`config.mk`:
```
export PLATFORM = sky130hd
export DESIGN_NAME = adma_dm_rd_host
export DESIGN_NICKNAME = d
export VERILOG_FILES = /design/src/rtl/adma_dm_rd_host.sv
export SDC_FILE = /design/constraint.sdc
export NUM_CORES = 1
export LEC_CHECK = 0
export ABC_AREA = 1
export CAP_MARGIN = 20
export CORE_AREA = 3 3 251 253
export DETAILED_ROUTE_END_ITERATION = 6
export DIE_AREA = 0 0 254 256
export PLACE_DENSITY = 0.34
export RECOVER_POWER = 25
export REMOVE_ABC_BUFFERS = 1
export SYNTH_ARGS = -nofsm -noshare
export SYNTH_HDL_FRONTEND = slang
export SYNTH_SLANG_ARGS = --single-unit
```
`constraint.sdc`:
```
create_clock -name clk -period 5.7 [get_ports clk]
set_input_delay 1.14 -clock clk [delete_from_list [all_inputs] [get_ports clk]]
set_output_delay 1.14 -clock clk [all_outputs]
set_load 0.05 [all_outputs]
```
`src/rtl/adma_dm_rd_host.sv`:
```
// adma_dm_rd_host: read-side AXI master host of the ADMA datamover.
// It issues AR bursts from descriptors, routes R beats to channels by RID, and reports per-channel done and source error.
// Optional feature ADMA_RD_RLAST_CHK_EN: per-channel beat counters flag a misplaced RLAST as a source error.
module adma_dm_rd_host #(
    parameter int DMA_CHN_NUM    = 4,
    parameter int SRC_ADDR_W     = 32,
    parameter int MST_ID_W       = 5,
    parameter int ATX_LEN_W      = 8,
    parameter int ATX_RESP_W     = 2,
    parameter int ATX_SRC_DATA_W = 256,
    parameter int ATX_NUM_OSTD   = DMA_CHN_NUM,
    parameter int DMA_CHN_NUM_W  = $clog2(DMA_CHN_NUM)
) (
    input  logic                      clk,
    input  logic                      rst,
    input  logic [DMA_CHN_NUM_W-1:0]  atx_chn_id,
    input  logic [MST_ID_W-1:0]       atx_arid,
    input  logic [SRC_ADDR_W-1:0]     atx_araddr,
    input  logic [ATX_LEN_W-1:0]      atx_arlen,
    input  logic [1:0]                atx_arburst,
    input  logic                      atx_vld,
    output logic                      atx_rdy,
    output logic [ATX_SRC_DATA_W-1:0] atx_rdata,
    output logic [DMA_CHN_NUM_W-1:0]  atx_rdata_chn_id,
    output logic                      atx_rdata_last,
    output logic                      atx_rdata_vld,
    input  logic                      atx_rdata_rdy,
    input  logic [MST_ID_W-1:0]       atx_id [0:DMA_CHN_NUM-1],
    output logic                      atx_src_err [0:DMA_CHN_NUM-1],
    output logic                      atx_done [0:DMA_CHN_NUM-1],
    output logic [MST_ID_W-1:0]       m_arid_o,
    output logic [SRC_ADDR_W-1:0]     m_araddr_o,
    output logic [ATX_LEN_W-1:0]      m_arlen_o,
    output logic [1:0]                m_arburst_o,
    output logic                      m_arvalid_o,
    input  logic                      m_arready_i,
    input  logic [MST_ID_W-1:0]       m_rid_i,
    input  logic [ATX_SRC_DATA_W-1:0] m_rdata_i,
    input  logic [ATX_RESP_W-1:0]     m_rresp_i,
    input  logic                      m_rlast_i,
    input  logic                      m_rvalid_i,
    output logic                      m_rready_o
);
    localparam int OSTD_W = ATX_LEN_W + 1;

    logic                     arvalid_q, arvalid_d;
    logic [MST_ID_W-1:0]      arid_q;
    logic [SRC_ADDR_W-1:0]    araddr_q;
    logic [ATX_LEN_W-1:0]     arlen_q;
    logic [1:0]               arburst_q;
    logic [OSTD_W-1:0]        ostd_q, ostd_d;
    logic [DMA_CHN_NUM-1:0]   err_q, err_d, done_q, done_d, serr_q, serr_d;
    logic                     hit, accept, beat_hs, last_hs, beat_err;
    logic [DMA_CHN_NUM_W-1:0] chn;

    // RID lookup: scanning downwards lets the lowest matching channel win
    always_comb begin
        hit = 1'b0;
        chn = '0;
        for (int k = DMA_CHN_NUM - 1; k >= 0; k--)
            if (m_rid_i == atx_id[k]) begin
                hit = 1'b1;
                chn = DMA_CHN_NUM_W'(k);
            end
    end

    assign accept           = atx_vld & atx_rdy;
    assign atx_rdy          = (~arvalid_q | m_arready_i) & (ostd_q < OSTD_W'(ATX_NUM_OSTD));
    assign m_rready_o       = atx_rdata_rdy | ~hit;
    assign atx_rdata_vld    = m_rvalid_i & hit;
    assign atx_rdata        = m_rdata_i;
    assign atx_rdata_last   = m_rlast_i;
    assign atx_rdata_chn_id = chn;
    assign beat_hs          = m_rvalid_i & hit & atx_rdata_rdy;
    assign last_hs          = beat_hs & m_rlast_i;
    assign m_arvalid_o      = arvalid_q;
    assign m_arid_o         = arid_q;
    assign m_araddr_o       = araddr_q;
    assign m_arlen_o        = arlen_q;
    assign m_arburst_o      = arburst_q;

`ifdef ADMA_RD_RLAST_CHK_EN
    logic [ATX_LEN_W-1:0] len_q [DMA_CHN_NUM];
    logic [ATX_LEN_W-1:0] bcnt_q [DMA_CHN_NUM];

    assign beat_err = (m_rresp_i != '0) | (m_rlast_i != (bcnt_q[chn] == len_q[chn]));

    // Per-channel expected length and running beat count; a last beat restarts the count
    always_ff @(posedge clk or posedge rst)
        if (rst) begin
            for (int k = 0; k < DMA_CHN_NUM; k++) begin
                len_q[k]  <= '0;
                bcnt_q[k] <= '0;
            end
        end else begin
            if (accept) len_q[atx_chn_id] <= atx_arlen;
            if (beat_hs) bcnt_q[chn] <= m_rlast_i ? '0 : bcnt_q[chn] + 1'b1;
        end
`else
    assign beat_err = m_rresp_i != '0;
`endif

    // Next state: AR slot, outstanding count, sticky error and registered completion
    always_comb begin
        arvalid_d = accept | (arvalid_q & ~m_arready_i);
        ostd_d    = ostd_q + OSTD_W'(accept) - OSTD_W'(last_hs);
        done_d    = '0;
        serr_d    = '0;
        err_d     = err_q;
        for (int k = 0; k < DMA_CHN_NUM; k++) begin
            done_d[k] = last_hs & (chn == DMA_CHN_NUM_W'(k));
            serr_d[k] = done_d[k] & (err_q[k] | beat_err);
            err_d[k]  = done_d[k] ? 1'b0 : err_q[k] | (beat_hs & (chn == DMA_CHN_NUM_W'(k)) & beat_err);
        end
    end

    // Fan the packed completion flags out to the per-channel ports
    always_comb
        for (int k = 0; k < DMA_CHN_NUM; k++) begin
            atx_done[k]    = done_q[k];
            atx_src_err[k] = serr_q[k];
        end

    // State registers; reset drops all in-flight bursts without completion
    always_ff @(posedge clk or posedge rst)
        if (rst) begin
            arvalid_q <= 1'b0;
            arid_q    <= '0;
            araddr_q  <= '0;
            arlen_q   <= '0;
            arburst_q <= '0;
            ostd_q    <= '0;
            err_q     <= '0;
            done_q    <= '0;
            serr_q    <= '0;
        end else begin
            arvalid_q <= arvalid_d;
            ostd_q    <= ostd_d;
            err_q     <= err_d;
            done_q    <= done_d;
            serr_q    <= serr_d;
            if (accept) begin
                arid_q    <= atx_arid;
                araddr_q  <= atx_araddr;
                arlen_q   <= atx_arlen;
                arburst_q <= atx_arburst;
            end
        end
endmodule
```
# --- Yosys cells after proc, flatten, opt, wreduce, memory -nomap -nowiden ---
# Index checks and enable logic that the tools add are counted.
totals:
  reg_bits: 69
  inputBits: 339
classes:
  n_reduce_logical: 2
  n_mux: 12
  eq_ne: 7
  n_bitwise: 36
  addsub: 2
  magnitude_cmp: 1
ops:
  columns: ["operator", "count"]
  rows:
  - ["AND 1 bit", 22]
  - ["equality test 5 bit", 4]
  - ["OR 1 bit", 11]
  - ["adder 9 x 1 -> 9 bit", 1]
  - ["less-than comparator 9 x 3 -> 1 bit, second input constant", 1]
  - ["subtractor 9 x 1 -> 9 bit", 1]
  - ["two-way mux 1 bit", 8]
  - ["two-way mux 2 bit", 4]
  - ["equality test 2 bit, second input constant", 2]
  - ["inverter 1 bit", 3]
  - ["equality test 2 x 1 -> 1 bit, second input constant", 1]
  - ["logical NOT 2 bit", 1]
  - ["nonzero test 2 bit", 1]

# --- Longest topological paths before layout ---
# Gate-level depths: netlist of the first run.
depth:
  word_depth: 11
  mapped_depth: 21
  mapped_depth_nobuf: 21

# --- Least setup slack after synthesis of the first run ---
# No wires, ideal clock.
synth_timing:
  path_type: "input-to-reg"
  from: "input m_arready_i"
  to: "register ostd_q[6]"
  arrival_ps: 3907
  setup_time_ps: 125
  stages: 14
  n_path_buf: 1
  setup_slack_ps: 1667
  path_cell_list: "nor2_1 -> a211oi_2 -> nand2_1 -> buf_2 -> ha_1 -> inv_1 -> ha_1 -> inv_1 -> fa_1 -> o21ai_0 -> a21oi_1 -> nor2_1 -> nor2_1 -> xor2_1"
synth_between:
  elab_chain_len: 5
synth_lines:
  columns: ["element", "line", "rtl"]
  rows:
  - ["start, declared", "36", "input logic m_arready_i,"]
  - ["OR 1 bit", "68", "assign atx_rdy = (~arvalid_q | m_arready_i) & (ostd_q < OSTD_W'(ATX_NUM_OSTD));"]
  - ["AND 1 bit", "68", null]
  - ["named net atx_rdy", "22", "output logic atx_rdy,"]
  - ["AND 1 bit", "67", "assign accept = atx_vld & atx_rdy;"]
  - ["adder 9 x 1 -> 9 bit", "106", "ostd_d = ostd_q + OSTD_W'(accept) - OSTD_W'(last_hs);"]
  - ["subtractor 9 x 1 -> 9 bit", "106", null]
  - ["named net ostd_d[6]", "51", "logic [OSTD_W-1:0] ostd_q, ostd_d;"]
  - ["end signal, assigned", "138", "ostd_q <= ostd_d;"]
  - ["end, declared", "51", null]
# The timed path passes the listed nets, and every way through them passes these cells.
# A chain may end at the register's enable or synchronous reset.

# --- Worst setup path in the final report of the first run ---
layout_timing:
  from: "input m_rid_i[0]"
  to: "output m_rready_o"
layout_between:
  elab_chain_len: 7
layout_lines:
  columns: ["element", "line", "rtl"]
  rows:
  - ["start, declared", "37", "input logic [MST_ID_W-1:0] m_rid_i,"]
  - ["equality test 5 bit", "61", "if (m_rid_i == atx_id[k]) begin"]
  - ["two-way mux 1 bit (3 in series)", "61", null]
  - ["two-way mux 1 bit *", "61", null]
  - ["inverter 1 bit *", "69", "assign m_rready_o = atx_rdata_rdy | ~hit;"]
  - ["OR 1 bit *", "69", null]
  - ["end, declared", "42", "output logic m_rready_o"]
# Every way passes the cells marked *; elsewhere a longest branch is shown, timed or not.

==> results of run 1 <==
synth_stat cells (2+ instances only):
cell	number	area, um^2
nand4_1	2	12.5
nor2_1	32	120
dfrtp_1	69	1730
nand2_2	2	12.5
nand3_1	6	30.0
nor3_1	5	25.0
nor2_4	2	22.5
xnor2_1	7	61.3
mux2_2	37	417
nand3_2	2	20.0
o21ai_0	3	15.0
buf_4	257	1930
buf_2	4	20.0
nand2_1	54	203
a21oi_1	9	45.0
or2_2	2	12.5
inv_2	7	26.3
buf_6	2	22.5
inv_1	38	143
nor2_2	7	43.8
mux2_4	10	150
xor2_1	7	61.3
ha_1	14	175
kinds of logic after synthesis:
| kind of cell | Yosys count |
|---|---|
| xor gates and xnor gates | 15 |
| and+or+nand+nor | 118 |
| muxes | 47 |
| adders and majority gates | 15 |
| AOI/OAI and AO/OA | 15 |
| buffers and inverters | 308 |
| DFF | 69 |
metal layers:
metal | routed length, um | vias to the layer above | share of wire [%]
met5 | 690 | - | 0.77
met4 | 4720 | 18 | 5.3
met3 | 29400 | 85 | 33
met2 | 44700 | 919 | 50
met1 | 10400 | 1644 | 12
li1 | - | 1350 | -
path summary, 6_finish.rpt:
path | from | slack, ps | to
max | m_rid_i[0] | 1090 | m_rready_o
min in group asynchronous | rst | 1630 | m_araddr_o[21]
min reg2reg | ostd_q[0] | 490 | ostd_q[0]
min | ostd_q[0] | 490 | ostd_q[0]
max in group asynchronous | rst | 2740 | done_q[2]
max reg2reg | ostd_q[3] | 2450 | ostd_q[6]
registers in the layout, summed over array words and instances, names as in the netlist:
register	flops
done_q	4
serr_q	4
m_arlen_o	8
m_arvalid_o	1
m_arburst_o	2
err_q	4
ostd_q	9
m_araddr_o	32
m_arid_o	5
where the power goes:
part	internal, W	switching [W]
Combinational	0.000630	0.00103
Clock	0.000342	0.000273
Sequential	0.000697	0.000107
final cells by class:
class,count,area [um^2]
Inverter,45,170
Clock buffer,9,225
Clock inverter,7,73.8
Sequential cell,69,1730
Timing Repair Buffer,145,1440
Fill cell,7078,55100
Tap cell,790,988
Antenna cell,1,2.50
Multi-Input combinational cell,210,1540
per-stage QoR:
| step | util [%] | instances | cell area, um^2 |
|---|---|---|---|
| after floorplan | - | 324 | 3430 |
| after global placement | 9.58 | 1259 | 5870 |
| after detailed placement | 9.58 | 1259 | 5870 |
| after CTS | 10.1 | 1275 | 6160 |
| after global routing | 10.1 | 1275 | 6160 |
| final | 10.1 | 1276 | 6170 |
==> metrics.txt, run 1 <==
H-tree Lvls 3; clk sinks 69; CP Class in2out; NumNets Final 834; Mapped Area 0.00540 mm^2; DR WL/cell 70.4 um; Synth Area per Inst 9.20 um^2; LEAKAGE 2.51 nW; adder-cell share of the synthesized area 3.61%; Seq/Total Area, Yosys 32.0%; CTS tree yes; worst setup margin 1090 ps; FP Rows 91; port buffer count 142; violated checks capacitance limit, slew limit; final setup TNS 0 ps; worst path arrival time 3470 ps; r2r worst-path depth 16; CP required 4560 ps; Via density 3.15; post-synth cell types 32; Worst-Margin Slew 1700 ps; unrepaired setup endpoints after global routing false; Worst setup SP type input pin; Crit path top cell by count clkdlybuf4s50_1; drt pass-1 iters 4; EDFF count, synth 0; final hold vios 0; CTS root buf clkbuf_16; vias in the first global route 3,600; Post-Route WL 89.8 mm; Detail Route Antenna Nets 0; Slowest Stage Delay on Critical Path 740 ps; Max Fclk 217 MHz; Hold Path Class reg2reg; clk_lat worst skew 370 ps; met2 Use GR 47.3%; Hold Crit Depth 1; Layout area overhead 14.2%; CP bufs+invs 3; ys async rst share 100%; total global-route track usage 27.0%; most frequent cells in the layout 141 x clkdlybuf4s50_1, 69 x dfrtp_1, 53 x nand2_1; Pwr Total 0.00308 W; Main synth FF type dfrtp_1; first-pass GRT wire length 98.4 mm; crit path max fanout 6; largest family of logic cells by synthesized area buffers and inverters; Resize count post-CTS 0; skew final 17.8 ps; Remaining DRCs 0; clock-pin slew of the registers on the worst-case setup and hold paths 70 ps; post-CTS setup buffer count 0; I/O pins 657; YS warnings 0; CP cell instances clkdlybuf4s50_1 -> xnor2_2 -> inv_1 -> nor2_1 -> nand3_2 -> nand2_4 -> nor2_4 -> or2_2 -> clkdlybuf4s50_1; Initial Util 8.82%; Worst path depth 9; DR iter-0 viols 358; vias post-DR 4,016; Power Density 500 mW/mm^2; crit share post-route 80.9%; met3 global-route usage 42.1%; status complete, but fails checks; GRT overflow 0; GR peak layer met2; # hold bufs at CTS 0; critical path endpoint category output port; Die W 254 um; worst relative slew slack -14.0%; routing usage on met1 8.72%; commonest non-fill, non-tap cell in the layout clkdlybuf4s50_1; Core ar. 0.0613 mm^2; layout cells sized above 1 19.6%; Max Cap Viol 1; Hold WS 485 ps; antenna violations before repair 1; critical path's slowest cell clkdlybuf4s50_1; Synth Area in XOR/XNOR 2.57%; CTS buffer count 9; crit-path leading delay family buffers and inverters; Synth Area in Simple Gates 10.1%; CTS Buffer Depth 2; hpwl dp 86.0 mm; largest net degree at the start of global routing 40; multiplexer area fraction after synthesis 10.5%; pre-CTS setup slack 899 ps; Yosys reg bits 69; compound-cell area share of the yosys netlist 1.67%; Post-Synthesis Cells 587; final setup violation count 0; DIE AREA 0.0650 mm^2; Worst VDD drop 0.150 mV; die height 256 um; max-slew violation count 32; RePlAce Congestion 1.29; Final min period 4610 ps
Note: power is estimated with default switching activity, not from simulation.
==> inputs of run 2 (changes only) <==
- CORE_AREA: 3 3 251 253 -> 3 3 252 254
- DIE_AREA: 0 0 254 256 -> 0 0 255 257
- PLACE_DENSITY: 0.34 -> 0.35
- clock period: 5.7 -> 3.94 ns (I/O delays scaled with it)
==> run 2 against run 1 <==
- the flow finishes with violations (capacitance limit)
- final cell count up 0.94%
- largest cell class unchanged
- final area up 1.4%
- register-to-register slack worse by 1400 ps
==> metrics.txt, run 2 (same netlist as run 1, synthesis figures left out) <==
clk_lat worst skew 370 ps (about the same); total global-route track usage 26.4% (was 27.0%); DIE AREA 0.0655 mm^2 (was 0.0650 mm^2); die height 257 um (was 256 um); final setup violation count 0 (unchanged); CP required 4190 ps (was 4560 ps); worst path arrival time 3830 ps (was 3470 ps); Worst-Margin Slew 1490 ps (was 1700 ps); Max Fclk 279 MHz; Post-Layout Inst Area 0.00625 mm^2 (was 0.00617 mm^2); crit path max fanout 6 (unchanged); H-tree Lvls 3 (unchanged); CTS buffer count 9 (unchanged); worst relative slew slack 0.416% (was -14.0%); CTS tree yes (unchanged); crit share post-route 91.0%; final hold vios 0 (unchanged); CTS root buf clkbuf_16 (unchanged); first-pass GRT wire length 96.7 mm (was 98.4 mm); Crit path top cell by count inv_1 (was clkdlybuf4s50_1); vias post-DR 3,914 (was 4,016); Slowest Stage Delay on Critical Path 600 ps (was 740 ps); Antenna Cells 0 (was 1); DR WL/cell 68.7 um (was 70.4 um); critical path endpoint category register (was output port); drt pass-1 iters 4 (unchanged); crit-path leading delay family buffers and inverters (unchanged); Worst setup SP type input pin (unchanged); worst setup margin 355 ps (was 1090 ps); port buffer count 142 (unchanged); LEAKAGE 2.58 nW (was 2.51 nW); Remaining DRCs 0 (unchanged); skew final 12.9 ps (was 17.8 ps); DR iter-0 viols 261 (was 358); CTS Buffer Depth 2 (unchanged); Hold Path Class reg2reg (unchanged); RePlAce Congestion 1.32 (was 1.29); Die W 255 um (was 254 um); clk sinks 69 (unchanged); Fillers 7,097 (was 7,078); Post-Route WL 88.5 mm (was 89.8 mm); Placed Instance Area 0.00595 mm^2 (was 0.00587 mm^2); FP Rows 91 (unchanged); post-CTS setup buffer count 0 (unchanged); Resize count post-CTS 0 (unchanged); max reg flops 32 (unchanged); footprint of the multi-input gates 0.00154 mm^2 (unchanged); Final min period 3580 ps; CP bufs+invs 6 (was 3); Layout area overhead 15.8% (was 14.2%); clock-pin slew of the registers on the worst-case setup and hold paths 70 ps (about the same); non-filler cells, final 1,288 (was 1,276); commonest non-fill, non-tap cell in the layout clkdlybuf4s50_1 (unchanged); unrepaired setup endpoints after global routing false (unchanged); max-slew violation count 0 (was 32); antenna violations before repair 0 (was 1); CP cell instances clkdlybuf4s50_1 -> inv_2 -> nand2_1 -> nand2_1 -> and2_1 -> nand3_2 -> nand2_4 -> nor2_4 -> nor2_4 -> nand3_4 -> inv_1 -> ha_1 -> inv_1 -> ha_1 -> inv_1 -> fa_1 -> o21ai_0 -> buf_4 -> a21oi_1 -> nor2_1 -> nor2_1 -> xor2_1 (was clkdlybuf4s50_1 -> xnor2_2 -> inv_1 -> nor2_1 -> nand3_2 -> nand2_4 -> nor2_4 -> or2_2 -> clkdlybuf4s50_1); # hold bufs at CTS 0 (unchanged); Power Density 717 mW/mm^2 (was 500 mW/mm^2); Initial Util 8.79% (was 8.82%); layout cells sized above 1 22.5% (was 19.6%); critical path's slowest cell clkdlybuf4s50_1 (unchanged); Max Cap Viol 1 (unchanged); GRT overflow 0 (unchanged); Core ar. 0.0615 mm^2 (was 0.0613 mm^2); I/O pins 657 (unchanged); Hold WS 486 ps (was 485 ps); largest net degree at the start of global routing 49 (was 40); pre-CTS setup slack -44.2 ps (was 899 ps); status complete, but fails checks (unchanged); most frequent cells in the layout 137 x clkdlybuf4s50_1, 69 x dfrtp_1, 53 x nand2_1 (was 141 x clkdlybuf4s50_1, 69 x dfrtp_1, 53 x nand2_1); Worst VDD drop 0.241 mV (was 0.150 mV); vias in the first global route 3,651 (was 3,600); Detail Route Antenna Nets 0 (unchanged); hpwl dp 84.8 mm (was 86.0 mm); violated checks capacitance limit (was capacitance limit, slew limit); NumNets Final 847 (was 834); Via density 3.04 (was 3.15); Pwr Total 0.00449 W (was 0.00308 W); CP Class in2reg (was in2out); Inst Count DP 1,272 (was 1,259); Reg area 0.00173 mm^2 (unchanged)
-- run 2: stage by stage --
stage	setup TNS (ps)	utilization [%]
finish	0	10.2
detailed placement	-44.2	9.68
global placement	-103	9.68
CTS	0	10.2
floorplan	-3890	-
global route	0	10.2
-- run 2: worst paths after layout --
| check | slack, ps | startpoint | end | depth (start not counted) |
|---|---|---|---|---|
| worst min register to register | 490 | ostd_q[0] | ostd_q[0] | 1 |
| min in group asynchronous | 1230 | rst | m_araddr_o[0] | 2 |
| worst max-delay path | 360 | m_rid_i[4] | ostd_q[6] | 22 |
| max in group asynchronous | 1680 | rst | m_araddr_o[17] | 3 |
| worst min-delay path | 490 | ostd_q[0] | ostd_q[0] | 1 |
| worst max register to register | 1010 | ostd_q[3] | ostd_q[6] | 17 |
-- run 2: final cells by class --
cell class                      count  share of cell area [%]
Clock inverter                      6                   0.980
Multi-Input combinational cell    210                    24.6
Timing Repair Buffer              158                    24.5
Sequential cell                    69                    27.6
Inverter                           45                    2.72
Tap cell                          790                    15.8
Clock buffer                       10                    3.82
-- run 2: per-layer routing --
layer / up-vias / share of wire (%) / GRT usage (%)
met5: - / 0.98 / 12.0
met4: 24 / 6.1 / 13.5
met3: 103 / 33 / 41.5
met2: 832 / 49 / 45.8
met1: 1583 / 10 / 7.44
li1: 1372 / - / -
-- run 2: worst register-to-register path: cells and delay by family (launching register included) --
kind / cells / cell delay (ps)
AO/OA/AOI/OAI: 3 / 510
XOR/XNOR: 1 / 150
adder cells (fa/ha/maj): 4 / 1050
buffers and inverters: 4 / 330
flip-flops: 1 / 350
AND/OR/NAND/NOR: 5 / 430
-- run 2: where the power goes --
part | switching, W | internal, W
sequential | 0.000146 | 0.00101
combinational | 0.00149 | 0.000951
clock | 0.000380 | 0.000507
total | 0.00202 | 0.00247
